### src/rtl/hamming_decode_arbiter_pkg.sv
// hamming_pkg: shared widths, FSM state type, data bit positions and the
// SECDED (8,4) helper functions used by the decoder.
//   CW_W / DATA_W : codeword and data nibble widths
//   state_t       : arbiter FSM states IDLE, DECODE, OUT
//   syndrome()    : XOR of the indices of all set codeword bits
//   overall_par() : XOR of all codeword bits
//   data_of()     : extract the data nibble {c[7],c[6],c[5],c[3]}
package hamming_pkg;

  localparam int CW_W   = 8;
  localparam int DATA_W = 4;

  localparam int D0_POS = 3;
  localparam int D1_POS = 5;
  localparam int D2_POS = 6;
  localparam int D3_POS = 7;

  typedef enum logic [1:0] {
    IDLE   = 2'd0,
    DECODE = 2'd1,
    OUT    = 2'd2
  } state_t;

  function automatic logic [2:0] syndrome(input logic [CW_W-1:0] cw);
    logic [2:0] s;
    s = 3'd0;
    for (int i = 0; i < CW_W; i++) begin
      if (cw[i]) begin
        s = s ^ 3'(i);
      end else begin
        s = s;
      end
    end
    return s;
  endfunction

  function automatic logic overall_par(input logic [CW_W-1:0] cw);
    return ^cw;
  endfunction

  function automatic logic [DATA_W-1:0] data_of(input logic [CW_W-1:0] cw);
    return {cw[D3_POS], cw[D2_POS], cw[D1_POS], cw[D0_POS]};
  endfunction

endpackage

### src/rtl/hamming_decode_arbiter_if.sv
// hamming_decode_arbiter_if: groups the two requester handshakes and the
// back-pressured result channel.
//   req_valid/req_cw0/req_cw1/req_ready : codeword inputs, one lane per requester
//   out_valid/out_ready                 : result handshake
//   out_data/out_cw/out_src/out_sec/out_ded : decoded result fields
// slave modport is the arbiter's view, master is the sources/sink view.
interface hamming_decode_arbiter_if;
  import hamming_pkg::*;

  logic [1:0]        req_valid;
  logic [CW_W-1:0]   req_cw0;
  logic [CW_W-1:0]   req_cw1;
  logic [1:0]        req_ready;
  logic              out_valid;
  logic              out_ready;
  logic [DATA_W-1:0] out_data;
  logic [CW_W-1:0]   out_cw;
  logic              out_src;
  logic              out_sec;
  logic              out_ded;

  modport slave (
    input  req_valid, req_cw0, req_cw1, out_ready,
    output req_ready, out_valid, out_data, out_cw, out_src, out_sec, out_ded
  );

  modport master (
    output req_valid, req_cw0, req_cw1, out_ready,
    input  req_ready, out_valid, out_data, out_cw, out_src, out_sec, out_ded
  );

endinterface

### src/rtl/hamming_decode_arbiter_secded_decode.sv
// hamming_secded_decode: purely combinational SECDED (8,4) decoder.
//   cw     in  : received codeword
//   cw_fix out : corrected codeword (unchanged on clean or double error)
//   data   out : data nibble taken from cw_fix
//   sec    out : single error corrected (overall parity odd)
//   ded    out : double error detected (syndrome nonzero, parity even)
module hamming_secded_decode
  import hamming_pkg::*;
(
  input  logic [CW_W-1:0]   cw,
  output logic [CW_W-1:0]   cw_fix,
  output logic [DATA_W-1:0] data,
  output logic              sec,
  output logic              ded
);

  logic [2:0] syn;
  logic       par;

  // Syndrome/parity evaluation and single-bit correction.
  always_comb begin
    syn = syndrome(cw);
    par = overall_par(cw);
    sec = par;
    ded = (syn != 3'd0) && !par;
    // Syndrome 0 with odd parity means the overall parity bit c[0] itself
    // flipped, so shifting by the syndrome covers that case too.
    if (par) begin
      cw_fix = cw ^ ({{(CW_W-1){1'b0}}, 1'b1} << syn);
    end else begin
      cw_fix = cw;
    end
    data = data_of(cw_fix);
  end

endmodule

### src/rtl/hamming_decode_arbiter.sv
// hamming_decode_arbiter: round-robin share of one SECDED (8,4) decoder
// between two requesters, with a registered, back-pressured result.
//   clk, rst   : clock, synchronous active-high reset
//   bus        : hamming_decode_arbiter_if.slave (requests and result)
//   cnt_clr    : synchronous clear of the error counters
//   sec_cnt0/1 : saturating single-error count per requester
//   ded_cnt    : saturating double-error count, both requesters
// Optional feature macro HAMMING_ERR_CNT_EN builds the counters; without it
// the counter outputs are tied to 0 and cnt_clr is ignored.
module hamming_decode_arbiter
  import hamming_pkg::*;
#(
  parameter int CNT_W = 8
) (
  input  logic                     clk,
  input  logic                     rst,
  hamming_decode_arbiter_if.slave  bus,
  input  logic                     cnt_clr,
  output logic [CNT_W-1:0]         sec_cnt0,
  output logic [CNT_W-1:0]         sec_cnt1,
  output logic [CNT_W-1:0]         ded_cnt
);

  state_t            state;
  state_t            next_state;
  logic              last;
  logic              grant;
  logic              take;
  logic [CW_W-1:0]   cap_cw;
  logic              cap_src;

  logic              res_valid;
  logic [DATA_W-1:0] res_data;
  logic [CW_W-1:0]   res_cw;
  logic              res_src;
  logic              res_sec;
  logic              res_ded;

  logic [CW_W-1:0]   dec_cw;
  logic [DATA_W-1:0] dec_data;
  logic              dec_sec;
  logic              dec_ded;

  hamming_secded_decode u_dec (
    .cw     (cap_cw),
    .cw_fix (dec_cw),
    .data   (dec_data),
    .sec    (dec_sec),
    .ded    (dec_ded)
  );

  // Grant selection, ready generation and next-state logic.
  always_comb begin
    next_state    = state;
    grant         = 1'b0;
    take          = 1'b0;
    bus.req_ready = 2'b00;
    case (state)
      IDLE: begin
        // A tie goes to the requester that was not served last; a lone
        // requester is always granted.
        if (bus.req_valid == 2'b11) begin
          grant = ~last;
        end else if (bus.req_valid[1]) begin
          grant = 1'b1;
        end else begin
          grant = 1'b0;
        end
        if (bus.req_valid != 2'b00) begin
          take          = 1'b1;
          bus.req_ready = grant ? 2'b10 : 2'b01;
          next_state    = DECODE;
        end else begin
          take = 1'b0;
        end
      end
      DECODE: next_state = OUT;
      OUT: begin
        if (bus.out_ready) begin
          next_state = IDLE;
        end else begin
          next_state = OUT;
        end
      end
      default: next_state = IDLE;
    endcase
  end

  // State, capture and result registers.
  always_ff @(posedge clk) begin
    if (rst) begin
      state     <= IDLE;
      last      <= 1'b1;
      cap_cw    <= {CW_W{1'b0}};
      cap_src   <= 1'b0;
      res_valid <= 1'b0;
      res_data  <= {DATA_W{1'b0}};
      res_cw    <= {CW_W{1'b0}};
      res_src   <= 1'b0;
      res_sec   <= 1'b0;
      res_ded   <= 1'b0;
    end else begin
      state <= next_state;
      case (state)
        IDLE: begin
          if (take) begin
            cap_cw  <= grant ? bus.req_cw1 : bus.req_cw0;
            cap_src <= grant;
            last    <= grant;
          end
        end
        DECODE: begin
          res_valid <= 1'b1;
          res_data  <= dec_data;
          res_cw    <= dec_cw;
          res_src   <= cap_src;
          res_sec   <= dec_sec;
          res_ded   <= dec_ded;
        end
        OUT: begin
          if (bus.out_ready) begin
            res_valid <= 1'b0;
          end
        end
        default: res_valid <= 1'b0;
      endcase
    end
  end

  assign bus.out_valid = res_valid;
  assign bus.out_data  = res_data;
  assign bus.out_cw    = res_cw;
  assign bus.out_src   = res_src;
  assign bus.out_sec   = res_sec;
  assign bus.out_ded   = res_ded;

`ifdef HAMMING_ERR_CNT_EN
  localparam logic [CNT_W-1:0] CNT_MAX = {CNT_W{1'b1}};
  localparam logic [CNT_W-1:0] CNT_ONE = {{(CNT_W-1){1'b0}}, 1'b1};

  logic [CNT_W-1:0] sec0;
  logic [CNT_W-1:0] sec1;
  logic [CNT_W-1:0] dedc;

  // Saturating error counters; clear wins over a same-cycle increment.
  always_ff @(posedge clk) begin
    if (rst || cnt_clr) begin
      sec0 <= {CNT_W{1'b0}};
      sec1 <= {CNT_W{1'b0}};
      dedc <= {CNT_W{1'b0}};
    end else if (state == DECODE) begin
      if (dec_sec && !cap_src && (sec0 != CNT_MAX)) begin
        sec0 <= sec0 + CNT_ONE;
      end
      if (dec_sec && cap_src && (sec1 != CNT_MAX)) begin
        sec1 <= sec1 + CNT_ONE;
      end
      if (dec_ded && (dedc != CNT_MAX)) begin
        dedc <= dedc + CNT_ONE;
      end
    end
  end

  assign sec_cnt0 = sec0;
  assign sec_cnt1 = sec1;
  assign ded_cnt  = dedc;
`else
  logic unused_cnt_clr;
  assign unused_cnt_clr = cnt_clr;
  assign sec_cnt0 = {CNT_W{1'b0}};
  assign sec_cnt1 = {CNT_W{1'b0}};
  assign ded_cnt  = {CNT_W{1'b0}};
`endif

endmodule

### src/flat_wrapper.sv
// flat-port wrapper written by rule: the top's interface ports become plain ports
module hamming_decode_arbiter_flat import hamming_pkg::*;
#(
  parameter int CNT_W = 8
)
  (clk, rst, cnt_clr, sec_cnt0, sec_cnt1, ded_cnt, bus_req_valid, bus_req_cw0, bus_req_cw1, bus_out_ready, bus_req_ready, bus_out_valid, bus_out_data, bus_out_cw, bus_out_src, bus_out_sec, bus_out_ded);
  hamming_decode_arbiter_if bus_i ();
  input  logic clk;
  input  logic rst;
  input  logic cnt_clr;
  output logic [CNT_W-1:0] sec_cnt0;
  output logic [CNT_W-1:0] sec_cnt1;
  output logic [CNT_W-1:0] ded_cnt;
  input wire logic [$bits(bus_i.req_valid)-1:0] bus_req_valid;
  input wire logic [$bits(bus_i.req_cw0)-1:0] bus_req_cw0;
  input wire logic [$bits(bus_i.req_cw1)-1:0] bus_req_cw1;
  input wire logic [$bits(bus_i.out_ready)-1:0] bus_out_ready;
  output wire logic [$bits(bus_i.req_ready)-1:0] bus_req_ready;
  output wire logic [$bits(bus_i.out_valid)-1:0] bus_out_valid;
  output wire logic [$bits(bus_i.out_data)-1:0] bus_out_data;
  output wire logic [$bits(bus_i.out_cw)-1:0] bus_out_cw;
  output wire logic [$bits(bus_i.out_src)-1:0] bus_out_src;
  output wire logic [$bits(bus_i.out_sec)-1:0] bus_out_sec;
  output wire logic [$bits(bus_i.out_ded)-1:0] bus_out_ded;
  assign bus_i.req_valid = bus_req_valid;
  assign bus_i.req_cw0 = bus_req_cw0;
  assign bus_i.req_cw1 = bus_req_cw1;
  assign bus_i.out_ready = bus_out_ready;
  assign bus_req_ready = bus_i.req_ready;
  assign bus_out_valid = bus_i.out_valid;
  assign bus_out_data = bus_i.out_data;
  assign bus_out_cw = bus_i.out_cw;
  assign bus_out_src = bus_i.out_src;
  assign bus_out_sec = bus_i.out_sec;
  assign bus_out_ded = bus_i.out_ded;
  hamming_decode_arbiter #(.CNT_W(CNT_W)) u_core (.clk(clk), .rst(rst), .bus(bus_i), .cnt_clr(cnt_clr), .sec_cnt0(sec_cnt0), .sec_cnt1(sec_cnt1), .ded_cnt(ded_cnt));
endmodule
### config.mk
export PLATFORM = sky130hd
export DESIGN_NAME = hamming_decode_arbiter_flat
export DESIGN_NICKNAME = d
export VERILOG_FILES = /design/src/rtl/hamming_decode_arbiter_pkg.sv /design/src/rtl/hamming_decode_arbiter_if.sv /design/src/rtl/hamming_decode_arbiter_secded_decode.sv /design/src/rtl/hamming_decode_arbiter.sv /design/src/flat_wrapper.sv
export SDC_FILE = /design/constraint.sdc
export NUM_CORES = 1
export LEC_CHECK = 0
export CORE_MARGIN = 2
export CORE_UTILIZATION = 25
export DETAILED_ROUTE_END_ITERATION = 8
export GPL_TIMING_DRIVEN = 0
export MAX_ROUTING_LAYER = met4
export PLACE_DENSITY_LB_ADDON = 0.1
export SLEW_MARGIN = 30
export SYNTH_ARGS = -nofsm -noshare
export SYNTH_HDL_FRONTEND = slang
export SYNTH_SLANG_ARGS = --single-unit
### constraint.sdc
create_clock -name clk -period 4 [get_ports clk]
set_input_delay 0.6 -clock clk [delete_from_list [all_inputs] [get_ports clk]]
set_output_delay 0.6 -clock clk [all_outputs]
set_load 0.01 [all_outputs]
==> flow_summary.ini <==
[run_status]
status = finished, final reports clean

[hold_path]
hold_depth = 1
holdPathEnd = u_core.last
hold_class = register to register
hp-start = u_core.last

[timing]
slew_viol_final = 0
max_freq_ghz = 0.3296
finClkSkew_ns = 0.005130
tightest_slew_ns = 0.7141
holdWs_ns = 0.4787
finalHoldViolCount = 0
fin_tns_setup_ns = 0
setup_viol = 0
rsz0062_at_grt = no
slew_headroom = 0.5208
worst_slack_ns = 0.9657
period_share = 0.7586
fin_crit_ns = 3.034

[routing]
wl_um = 3171
drtPass1Iterations = 4
drt-initial-drc-count = 78
drc = 0
num_vias = 1242
ant_nets = 0
viasPerCell = 4.006
routedWlPerCell_um = 10.23

[logic_synthesis]
syn_area_per_cell_um2 = 8.846
synth_common_cells = 29 x buf_4, 24 x dfxtp_1, 13 x nor2_1
synth_most_common_cell = buf_4
synth_area_leaders = dfxtp_1 32%, buf_4 14%, xnor2_1 4.6%, a22o_1 4.1%, xor2_1 4.1%
ys_warn_count = 0
synth_edf_count = 0
synth_top_cell_area_share = 0.3176
netlist.top_cell.by_area = dfxtp_1
synthArstFlopShare = 0
synthDistinctLibCells = 30
ys_seq_area_frac = 0.3176
synth_flop_cell = dfxtp_1
netlist_area_um2 = 1513
synth-seq-cells = 24
synth_cells = 171

[critical_path]
reg2reg_depth = 5
critPathArrivalTime_ns = 2.43
rr_startpoint = u_core.cap_cw[4]
crit_path_max_fanout = 10
r2r-end = u_core.bus.out_cw[5]
critPathLaunchType = input port
criticalPathCategory = input port to output pin
crit_required_ns = 3.40
end_kind = output pin
ff2ff_setup_slack_ns = 2.13

[placed_design]
gp_congestion = 0.7514
numPortBuffers = 37
detailed_place_hpwl_um = 2507
place_area_um2 = 2063
pre_cts_ws_ns = 0.9508

[clocking]
clk_latency_ns = 0.27
cts_buffers = 3
cts.hold.buffers_added = 0
post-cts-setup-buffers = 0
post_cts_resized = 0
clock_tree.buffer_depth = 2
cts-root-buf = clkbuf_8
cts_num_sinks = 24
clk_transition_reported_paths_ns = 0.09
cts_max_level = 1
tritoncts = yes

[grt]
grt_pass1_wl_um = 5409
groute.usage.overall = 0.1054
antenna_found_initial = 0
grt-ovfl-total = 0
grt_max_degree = 15
grt_pass1_vias = 1143

[floorplanning]
initial_utilization = 0.2570
core_um2 = 5886
die_h_um = 81.79
dieArea_um2 = 6689
boundaryPins = 64
fp.dieW_um = 81.79
num_rows = 28

[layout]
post-route-util = 0.3627
drive_above_1_share = 0.1915
layout.nets = 258
area_growth_pct = 41.11
antennaDiodeCount = 0
stdcell_area_um2 = 2135

[pwr]
leakagePower_nw = 0.8953
power_density_nw_per_um2 = 388.2
ir_worst_vdd_mv = 0.1641

[run]
cap_viol_max_count = 0
## state kept, by name, summed over array words and instances, names as in the netlist
name                  flops
u_core.cap_src            1
u_core.bus.out_ded        1
u_core.bus.out_valid      1
u_core.bus.out_cw         7
u_core.last               1
u_core.cap_cw             8
u_core.bus.out_data       1
u_core.bus.out_src        1
u_core.bus.out_sec        1
u_core.state              2
## worst max-delay path by stage
stage	startpoint	to	slack [ns]	depth (start not counted)
floorplan	bus_req_valid[0]	bus_req_ready[1]	2.14	4
global placement	bus_req_valid[0]	bus_req_ready[1]	0.96	6
detailed placement	bus_req_valid[0]	bus_req_ready[1]	0.95	6
CTS	bus_req_valid[0]	bus_req_ready[1]	0.94	6
global route	bus_req_valid[0]	bus_req_ready[1]	0.76	6
finish	bus_req_valid[0]	bus_req_ready[1]	0.97	6
## cells by family after synthesis
family | count (synthesis) | share of synthesized area
AOI/OAI and AO/OA | 37 | 0.1787
buffers and inverters | 41 | 0.1828
other | 1 | 0.002479
xor gates and xnor gates | 19 | 0.1423
DFF | 24 | 0.3176
muxes | 4 | 0.02647
and+or+nand+nor | 45 | 0.1497
## power by group
group          internal [W]  total [W]  switching [W]
sequential         0.000262   0.000275      0.0000132
combinational      0.000160   0.000334       0.000175
clock              0.000134   0.000219      0.0000848
total              0.000556   0.000829       0.000273
## placed cells by master, fill, tap and decap left out, drive strengths merged
cell type      Yosys  layout
a211o              1       1
o221ai             6       6
nand2              9       9
nor3              10      10
nor4b              1       1
conb               1      24
o211ai             4       4
clkdlybuf4s50      0      37
mux2i              4       4
a22o               7       7
bufinv             0       1
buf               35      35
nand3              8       8
xor2               8       8
xnor3              1       1
and2               1       1
inv                1       1
o21a               1       1
nor2b              3       3
xnor2             10      10
a211oi             8       8
nor2              13      13
clkbuf             5       8
o21ai              1       1
dfxtp             24      24
a21oi              9       9
## cell type report
cell class,count,area (um^2)
Multi-Input combinational cell,129,842.1
Clock inverter,1,30.03
Inverter,1,3.754
Fill cell,623,3751
Buffer,40,272.8
Clock buffer,3,41.29
Tap cell,75,93.84
Timing Repair Buffer,37,370.4
Sequential cell,24,480.5
## through the flow
| stage | total power [W] | std cells |
|---|---|---|
| 6_report | 0.0008285 | 310 |
| 5_1_grt | 0.0008859 | 310 |
| 4_1_cts | 0.0008373 | 310 |
| 3_5_place_dp | 0.0006185 | 306 |
| 3_3_place_gp | 0.0006175 | 306 |
| 2_1_floorplan | 0.0005259 | 194 |
## routing by layer
layer  wire length [um]  track usage  part of all wire
met4                 15      0.02000            0.0047
met3                168      0.02637             0.053
met1               1609       0.1455              0.51
met2               1377       0.1569              0.43
met5                  0            -                 0
## worst max-delay path, cell delays in order
cell and delay, ns:
clkdlybuf4s50_1 0.44, nand2_1 0.10, nand2_1 0.17, nor3_1 0.27
buf_2 0.28, clkdlybuf4s50_1 0.57
No activity file was read; power rests on OpenSTA's default activity.
